File: src/rtl/ula_sequenciador.sv
// Control sequencer for the ULA result path: accepts one request at a time,
// drives the result mux select, launches the multi-cycle units and captures the masked result.
module ula_sequenciador #(
  parameter int DATA_W  = 4,
  parameter int RES_W   = 8,
  parameter int TIMEOUT = 16
) (
  input  logic              clk,
  input  logic              rst,
  input  logic              start,
  input  logic [2:0]        op,
  input  logic [DATA_W-1:0] a,
  input  logic [DATA_W-1:0] b,
  input  logic [RES_W-1:0]  res_in,
  input  logic              mul_done,
  input  logic              div_done,
  output logic [DATA_W-1:0] op_a,
  output logic [DATA_W-1:0] op_b,
  output logic [2:0]        sel,
  output logic              mul_start,
  output logic              div_start,
  output logic [RES_W-1:0]  result,
  output logic              zero,
  output logic              err,
  output logic              busy,
  output logic              done
);

  localparam int CW = $clog2(TIMEOUT + 1);

  typedef enum logic [2:0] {IDLE, EXEC, WAIT, CAPTURE, DONE} state_t;

  state_t          state;
  logic [CW-1:0]   cnt;
  logic            unit_done;
  logic [RES_W-1:0] masked;

  function automatic logic [RES_W-1:0] res_mask(input logic [2:0] o);
    logic [RES_W-1:0] m;
    m = '1;
    case (o)
      3'd0, 3'd1, 3'd6: m = RES_W'(5'h1F);
      3'd2, 3'd3, 3'd5: m = RES_W'(1'b1);
      default:          m = '1;
    endcase
    return m;
  endfunction

  always_comb begin
    unit_done = (sel == 3'd4) ? mul_done : div_done;
    masked    = res_in & res_mask(sel);
  end

  // Launch pulses are registered on acceptance so they are visible during the EXEC cycle.
  always_ff @(posedge clk or posedge rst) begin
    if (rst) begin
      state     <= IDLE;
      cnt       <= '0;
      op_a      <= '0;
      op_b      <= '0;
      sel       <= '0;
      mul_start <= 1'b0;
      div_start <= 1'b0;
      result    <= '0;
      zero      <= 1'b0;
      err       <= 1'b0;
      busy      <= 1'b0;
      done      <= 1'b0;
    end else begin
      mul_start <= 1'b0;
      div_start <= 1'b0;
      done      <= 1'b0;
      case (state)
        IDLE: begin
          if (start) begin
            sel       <= op;
            op_a      <= a;
            op_b      <= b;
            err       <= 1'b0;
            busy      <= 1'b1;
            mul_start <= (op == 3'd4);
            div_start <= (op == 3'd7) && (b != '0);
            state     <= EXEC;
          end
        end
        EXEC: begin
          if (sel == 3'd7 && op_b == '0) begin
            result <= '1;
            err    <= 1'b1;
            zero   <= 1'b0;
            done   <= 1'b1;
            state  <= DONE;
          end else if (sel == 3'd4 || sel == 3'd7) begin
            cnt   <= '0;
            state <= WAIT;
          end else begin
            state <= CAPTURE;
          end
        end
        WAIT: begin
          cnt <= cnt + 1'b1;
          if (unit_done) begin
            state <= CAPTURE;
          end else if (cnt == CW'(TIMEOUT - 1)) begin
            result <= '1;
            err    <= 1'b1;
            zero   <= 1'b0;
            done   <= 1'b1;
            state  <= DONE;
          end
        end
        CAPTURE: begin
          result <= masked;
          zero   <= (masked == '0);
          done   <= 1'b1;
          state  <= DONE;
        end
        DONE: begin
          busy  <= 1'b0;
          state <= IDLE;
        end
        default: state <= IDLE;
      endcase
    end
  end

endmodule
File: config.mk
export PLATFORM = sky130hd
export DESIGN_NAME = ula_sequenciador
export DESIGN_NICKNAME = d
export VERILOG_FILES = /design/src/rtl/ula_sequenciador.sv
export SDC_FILE = /design/constraint.sdc
export NUM_CORES = 1
export LEC_CHECK = 0
export CAP_MARGIN = 30
export CELL_PAD_IN_SITES_DETAIL_PLACEMENT = 1
export CELL_PAD_IN_SITES_GLOBAL_PLACEMENT = 2
export CORE_MARGIN = 2
export CORE_UTILIZATION = 30
export DETAILED_ROUTE_END_ITERATION = 16
export MAX_ROUTING_LAYER = met4
export PLACE_DENSITY_LB_ADDON = 0.1
export SLEW_MARGIN = 40
export SYNTH_ARGS = -nofsm -noshare
export SYNTH_HDL_FRONTEND = slang
export SYNTH_SLANG_ARGS = --single-unit
export TNS_END_PERCENT = 1
File: constraint.sdc
create_clock -name clk -period 4.21 [get_ports clk]
set_input_delay 0.842 -clock clk [delete_from_list [all_inputs] [get_ports clk]]
set_output_delay 0.842 -clock clk [all_outputs]
set_load 0.02 [all_outputs]
Yosys cells after proc, flatten, opt, wreduce, memory -nomap -nowiden
Index checks and enable logic that the tools add are counted.
{"block": "word_totals", "regBits": 33, "input_bits": 24, "out_inout_bits": 25, "elab_cells": 89}
{"block": "op_classes", "addsub": 1, "eq_ne": 21, "muxes": 34, "bitwise_logic": 1, "reduce_logical": 20}
{"operator": "$mux 8", "n": 3}
{"operator": "$pmux 8 s3", "n": 1}
{"operator": "$eq 3x3->1 const B", "n": 7}
{"operator": "$mux 1", "n": 17}
{"operator": "$pmux 8 s2", "n": 1}
{"operator": "$eq 3x2->1 const B", "n": 4}
{"operator": "$mux 3", "n": 4}
{"operator": "$ne 2x2->1 const B", "n": 6}
{"operator": "$pmux 3 s4", "n": 1}
{"operator": "$mux 5", "n": 2}
{"operator": "$pmux 5 s2", "n": 1}
{"operator": "$pmux 1 s3", "n": 3}
{"operator": "$and 8x8->8", "n": 1}
{"operator": "$logic_not 8->1", "n": 1}
{"operator": "$eq 3x1->1 const B", "n": 2}
{"operator": "$logic_not 3->1", "n": 2}
{"operator": "$reduce_and 2->1", "n": 3}
{"operator": "$reduce_bool 3->1", "n": 2}
{"operator": "$reduce_or 3->1", "n": 2}
{"operator": "$add 5x1->5 const B", "n": 1}
{"operator": "$eq 5x4->1 const B", "n": 1}
{"operator": "$reduce_and 5->1", "n": 1}
{"operator": "$logic_not 4->1", "n": 1}
{"operator": "$reduce_and 4->1", "n": 1}
{"operator": "other kinds (7)", "n": 9}

Logic depth before layout (Yosys ltp)
Gate-level depths: netlist of the first run.
{"block": "depth", "word_depth": 6, "depth_mapped": 7, "ltp_nobuf": 7}

Least setup slack after synthesis of the first run
Ideal clock, no wire load.
{"block": "synth_timing", "path_kind": "input to register", "start": "in start", "end": "reg op_a[3]", "setup_time_ps": 125, "arrival_ps": 1755, "required_time_ps": 4085, "slack_ps": 2330, "path_stages": 3, "n_path_buf": 1, "cell_sequence": "nor4b_2 > buf_2 > mux2_2"}
{"block": "synth_via", "elab_chain_cells": 1}
{"element": "start, declared", "line": "10", "text": "input logic start,"}
{"element": "$reduce_and 2->1 (no source line)"}
{"element": "end signal, assigned", "line": "59", "text": "op_a <= '0;"}
{"element": "end signal, assigned", "line": "77", "text": "op_a <= a;"}
{"element": "end, declared", "line": "17", "text": "output logic [DATA_W-1:0] op_a,"}
Every way passes these cells.
A chain may end at the register's enable or synchronous reset.

Worst setup path after layout of the first run
{"block": "layout_timing", "start": "in mul_done", "end": "reg zero"}
{"block": "layout_via", "elab_chain_cells": 3}
{"element": "start, declared", "line": "15", "text": "input logic mul_done,"}
{"element": "$mux 1", "line": "50", "text": "unit_done = (sel == 3'd4) ? mul_done : div_done;"}
{"element": "$ne 2x2->1 (no source line)"}
{"element": "$reduce_and 4->1 (no source line)"}
{"element": "end signal, assigned", "line": "114", "text": "zero <= (masked == '0);"}
{"element": "end, declared", "line": "23", "text": "output logic zero,"}
Every way passes these cells.

==> impl_metrics.yaml, run 1 <==
outcome:
  outcome: "complete, no violations"
sta:
  final_max_slew_viol_count: 0
  finalSetupViolations: 0
  hold_viol_final: 0
  slew_headroom: 0.602
  timing.final.crit_share: 0.533
  rsz0062_at_grt: "no"
  worstMarginPinSlew_ps: 596
  fin_worst_skew_ps: 6.99
  post-route-min-period_ps: 2240
  setup-tns-final_ps: 0
  fmax_mhz: 446
die:
  die_h_um: 76.5
  start_util: 0.310
  rows: 26
  fp.coreArea_sq_um: 5070
  die_x_um: 76.5
  dieArea_sq_um: 5850
  io_pins: 49
setup_path:
  worstSetupEndpointType: "register"
  required_ps: 4380
  max_stage_delay_ps: 430
  critPathSlowestCell: "clkdlybuf4s50_1"
  crit_fanout: 9
  crit_chain: "clkdlybuf4s50_1 > nand2b_1 > mux2i_1 > nand3b_1 > a22o_1"
  arrival_ps: 2410
  crit_type: "input port to register"
  critPathLaunchType: "input port"
drt:
  drcViolationCount: 0
  routed_wirelength_um: 4260
  routed_via_density: 5.04
  wire_per_inst_um: 15.5
  route.vias.total: 1387
  drtAntennaViolNets: 0
  drtPass1Iterations: 4
  drtIter0Drc: 44
power_and_ir_drop:
  intPower_mw: 1.00
  leakage_nw: 0.911
  netSwitchingPower_mw: 0.686
  p_sw_frac: 0.406
  power.density_nw_per_um2: 760
  comb_power_share: 0.492
  vdd_drop_max_mv: 0.394
  clockPowerShare: 0.141
  seqPwrFrac: 0.367
  total_power_mw: 1.69
clock_tree:
  cts-resized-gates: 0
  clk_latency_ps: 280
  postCtsHoldBufs: 0
  cts-root-buf: "clkbuf_8"
  clockBufferDepth: 2
  post_cts_buffers: 0
  cts_tree: "yes"
  htree_num_levels: 2
  cts.clk_slew.worst_paths_ps: 70
  numCtsBuffers: 5
  clock_sinks: 33
synthesis:
  yosys_warnings: 0
  syn_nets: 179
  seq_area_frac_synth: 0.524
  synth_cell_type_count: 34
  syn_inst: 153
  yosys_register_bits: 33
  avgSynthCellArea_sq_um: 10.3
  netlist_area_sq_um: 1580
grt:
  gr-usage-all-layers: 0.160
  antenna_found_initial: 0
  grt_pass1_vias: 1527
  grt_max_degree: 34
  overflow: 0
  grt_pass1_wl_um: 7280
min_path:
  holdCritPathClass: "register to register"
place:
  gp_congestion: 0.734
  io_buffers: 48
  placed_cells: 268
  hpwl_um: 3200
finish:
  fillCellCount: 577
  final_cells: 275
  fin_util: 0.438
  area_growth_pct: 41.2
  design.final.nets: 231
  n_antenna_cell: 0
  drive_above_1_share: 0.117
job:
  cap_violations: 0
kinds of logic (layout without fill, tap and decap cells):
group                    Yosys count  count (layout)  synth area share
flip-flops                        33              33             0.524
XOR/XNOR                           1               1           0.00556
AND/OR/NAND/NOR                   57              57             0.198
adder cells (fa/ha/maj)            2               2            0.0159
AO/OA/AOI/OAI                     37              37             0.141
multiplexers                      13              13            0.0913
buffers and inverters             10              62            0.0246
per-stage QoR:
stage	setup slack (ps)	cell area [sq um]	hold WS (ps)
2_1_floorplan	2330	1580	490
3_3_place_gp	1730	2140	494
3_5_place_dp	1700	2140	505
4_1_cts	1950	2220	526
5_1_grt	1900	2220	553
6_report	1970	2220	519
final timing paths:
kind	slack, ps	start	cells after the start	to
setup reg to reg	2070	cnt[0]	7	zero
hold reg to reg	520	op_a[2]	1	op_a[2]
setup / recovery	1970	mul_done	5	zero
max in group asynchronous	2940	rst	3	op_b[0]
min in group asynchronous	960	rst	3	result[6]
hold / removal	520	op_a[2]	1	op_a[2]
cell usage after synthesis:
cell        n  area (sq um)
a2111oi_0   1          8.76
o221ai_1    1          8.76
nor2_1     14          52.6
nand2_1    11          41.3
or4b_4      1          13.8
a21oi_1    21           105
inv_1       5          18.8
a21o_1      1          7.51
or4_1       1          7.51
nand3b_1    3          22.5
mux2_2     11           124
buf_2       1          5.00
and2_1      1          6.26
a221oi_1    1          8.76
nor3_1     15          75.1
xnor2_1     1          8.76
nor3_4      1          16.3
a22oi_1     3          22.5
ha_1        2          25.0
clkbuf_1    4          15.0
nand2b_1    4          25.0
o21ai_2     1          8.76
mux2i_1     2          20.0
a22o_1      1          8.76
nor4_1      1          6.26
o22a_1      1          8.76
and3_1      1          6.26
nand4_1     1          6.26
nor3b_1     1          7.51
o21ai_0     5          25.0
and3b_2     1          10.0
dfrtp_1    33           826
a2bb2oi_1   1          8.76
nor4b_2     1          15.0
layout by cell type, fill, tap and decap left out, types with 2 or more instances in the layout:
master and count:
nor2_1 14, dfrtp_1 33, nand2_1 11, a22oi_1 3, mux2i_1 2, a21oi_1 21, clkdlybuf4s50_1 48, nor3_1 15
clkbuf_8 6, inv_1 5, o21ai_0 5, ha_1 2, mux2_2 11, nand2b_1 4, buf_4 2, nand3b_1 3
flip-flops by register name, summed over array words and instances, names as in the netlist:
name and cells:
busy 1, cnt 5, div_start 1, done 1, err 1, mul_start 1, op_a 4, op_b 4
result 8, sel 3, state 3, zero 1
per-layer routing:
metal / vias up / routed length [um] / track usage
met3: 6 / 231 / 0.0438
li1: 655 / - / -
met5: - / 0 / -
met2: 41 / 2200 / 0.277
met4: 0 / 51 / 0.0545
met1: 685 / 1770 / 0.179
final cells by class:
class                           instances  area (sq um)  area share
Sequential cell                        33           826       0.371
Multi-Input combinational cell        110           711       0.319
Timing Repair Buffer                   50           495       0.223
Tap cell                               70          87.6      0.0394
Clock buffer                            7          86.3      0.0388
Inverter                                5          18.8     0.00844
worst max-delay path: cells and delay by family:
family	cells	cell delay, ps
multiplexers	1	320
AO/OA/AOI/OAI	1	300
AND/OR/NAND/NOR	2	520
buffers and inverters	1	430
power by group through the flow:
stage	logic [mW]	registers (mW)	clock network [mW]
finish	0.832	0.620	0.239
global route	0.912	0.649	0.268
CTS	0.843	0.624	0.249
detailed placement	0.840	0.630	0
global placement	0.817	0.617	0
floorplan	0.409	0.696	0
Power figures use the tool's default switching activity.
==> inputs of run 2 (changes only) <==
--- a/config.mk
+++ b/config.mk
@@ -9,7 +9,7 @@
 export CELL_PAD_IN_SITES_DETAIL_PLACEMENT = 1
 export CELL_PAD_IN_SITES_GLOBAL_PLACEMENT = 2
 export CORE_MARGIN = 2
-export CORE_UTILIZATION = 30
+export CORE_UTILIZATION = 25
 export DETAILED_ROUTE_END_ITERATION = 16
 export MAX_ROUTING_LAYER = met4
 export PLACE_DENSITY_LB_ADDON = 0.1
==> constraint.sdc (replaced) <==
create_clock -name clk -period 1.95 [get_ports clk]
set_input_delay 0.39 -clock clk [delete_from_list [all_inputs] [get_ports clk]]
set_output_delay 0.39 -clock clk [all_outputs]
set_load 0.02 [all_outputs]
==> run 2 against run 1 <==
  * Non-clock buffer count increased by 9
  * Largest cell class unchanged
  * Largest power group unchanged
  * Highest routed layer unchanged
  * Sequential share of layout area down 1.2 points
  * Core utilization fell by 5.5 points
  * First-iteration DRC count rose by 43%
  * Cell count grew 5.5%
  * Hold slack lost 19 ps
  * Critical path type is now register to primary output
  * Critical endpoint is now sel[1]
  * Critical path depth down 4
  * Clock skew down 2.3 ps
  * Total power grew 120%
==> impl_metrics.yaml, run 2 (synthesis results as in run 1) <==
drt:
  routed_wirelength_um: 4310
  routed_via_density: 4.79
  drtPass1Iterations: 3
  drtIter0Drc: 63
  route.vias.total: 1388
  drcViolationCount: 0
  wire_per_inst_um: 14.9
  drtAntennaViolNets: 0
finish:
  fin_area_sq_um: 2300
  layout_common_cells: "clkdlybuf4s50_1 (48), dfrtp_1 (33), a21oi_1 (21), nor3_1 (15), nor2_1 (14)"
  regArea_sq_um: 826
  layout_commonest_cell: "clkdlybuf4s50_1"
  final_cells: 290
  regMostFlops: "result"
  design.final.nets: 240
  area_growth_pct: 45.8
  n_antenna_cell: 0
  largestRegisters: "result (8), cnt (5)"
  fillCellCount: 677
  drive_above_1_share: 0.153
  multi_input_area_sq_um: 714
  largest_reg_flops: 8
clock_tree:
  post_cts_buffers: 0
  clockBufferDepth: 2
  htree_num_levels: 2
  clock_sinks: 33
  cts.clk_slew.worst_paths_ps: 70
  cts_tree: "yes"
  cts-root-buf: "clkbuf_8"
  numCtsBuffers: 5
  clk_latency_ps: 280
sta:
  fmax_mhz: 553
  worstMarginPinSlew_ps: 416
  slew_headroom: 0.716
  timing.final.crit_share: 0.927
  fin_worst_skew_ps: 4.68
  finalSetupViolations: 0
  rsz0062_at_grt: "no"
  setup-tns-final_ps: 0
  hold_viol_final: 0
  post-route-min-period_ps: 1810
  final_max_slew_viol_count: 0
power_and_ir_drop:
  vdd_drop_max_mv: 0.582
  intPower_mw: 2.23
  total_power_mw: 3.75
  leakage_nw: 0.952
  clockPowerShare: 0.134
  power.density_nw_per_um2: 1630
  comb_power_share: 0.518
  seqPwrFrac: 0.348
  p_sw_frac: 0.405
  netSwitchingPower_mw: 1.52
grt:
  grt_pass1_vias: 1520
  grt_max_degree: 34
  overflow: 0
  gr-usage-all-layers: 0.135
  antenna_found_initial: 0
  grt_pass1_wl_um: 7390
place:
  placed_cells: 282
  io_buffers: 48
  placed_area_sq_um: 2210
  gp_congestion: 0.725
  hpwl_um: 3260
die:
  die_h_um: 83.4
  dieArea_sq_um: 6950
  start_util: 0.263
  rows: 28
  die_x_um: 83.4
  fp.coreArea_sq_um: 5990
  io_pins: 49
setup_path:
  cpLargestDelayFamily: "buffers and inverters"
  arrival_ps: 1420
  critPathLaunchType: "register"
  cp-startpoint: "sel[1]"
  crit_fanout: 7
  r2r_slack_ps: 170
  worstSetupEndpointType: "primary output"
  crit_type: "register to primary output"
  reg2reg_from: "cnt[1]"
  required_ps: 1560
  critPathSlowestCell: "clkdlybuf4s50_1"
  cp.depth: 1
  cp_num_buf_inv: 1
  worstRegToRegCells: 8
  max_stage_delay_ps: 660
  crit_chain: "clkdlybuf4s50_1"
  r2r-end: "result[6]"
job:
  cap_violations: 0
outcome:
  outcome: "complete, no violations"
min_path:
  holdCritPathClass: "input port to asynchronous set/reset pin"
[run 2: worst reg2reg max path: stages, from the launching register on]
cell and delay, ps:
dfrtp_1 390, ha_1 180, and3_1 180, ha_1 170, nand2b_1 70, mux2i_2 250, nand3b_1 130, buf_4 190
a21oi_1 140
[run 2: cell type report]
| class | count | share of cell area |
|---|---|---|
| Clock buffer | 8 | 0.0349 |
| Inverter | 5 | 0.00817 |
| Multi-Input combinational cell | 110 | 0.311 |
| Sequential cell | 33 | 0.360 |
| Tap cell | 75 | 0.0409 |
| Timing Repair Buffer | 59 | 0.245 |
[run 2: per-stage QoR]
stage               hold slack (ps)  setup WS, ps   util
floorplan                       461           150      -
global placement                493           133  0.369
detailed placement              500           134  0.369
CTS                             521           115  0.383
global route                    538          28.4  0.383
finish                          501           142  0.383
[run 2: worst max-delay path by stage]
stage,to,slack [ps]
6_report,sel[1],140
5_1_grt,result[3],30
4_1_cts,result[7],110
3_5_place_dp,op_b[1],130
3_3_place_gp,op_b[0],130
2_1_floorplan,zero,150
[run 2: routing by layer]
metal  track usage  share of wire
met4        0.0358         0.0081
met2         0.224           0.49
met5             -              0
met1         0.160           0.45
met3        0.0398          0.049
[run 2: timing repair]
item	4_1_cts	5_1_grt
resized for setup	0	1
hold buffers	0	0
endpoints found under the hold margin	0	0
setup endpoints to repair	0	2
[run 2: power by group through the flow]
| stage | combinational (mW) | clock (mW) | sequential, mW |
|---|---|---|---|
| finish | 1.94 | 0.501 | 1.30 |
| global route | 2.13 | 0.547 | 1.36 |
| CTS | 1.98 | 0.517 | 1.31 |
| detailed placement | 1.96 | 0 | 1.32 |
| global placement | 1.92 | 0 | 1.30 |
| floorplan | 0.882 | 0 | 1.50 |
==> inputs of run 3 (changes only) <==
--- a/config.mk
+++ b/config.mk
@@ -5,11 +5,12 @@
 export SDC_FILE = /design/constraint.sdc
 export NUM_CORES = 1
 export LEC_CHECK = 0
-export CAP_MARGIN = 30
+export CAP_MARGIN = 20
 export CELL_PAD_IN_SITES_DETAIL_PLACEMENT = 1
 export CELL_PAD_IN_SITES_GLOBAL_PLACEMENT = 2
 export CORE_MARGIN = 2
 export CORE_UTILIZATION = 25
+export CTS_CLUSTER_SIZE = 20
 export DETAILED_ROUTE_END_ITERATION = 16
 export MAX_ROUTING_LAYER = met4
 export PLACE_DENSITY_LB_ADDON = 0.1
==> results of run 3 <==
The final DEF is identical to that of run 2; final timing and power are the same.
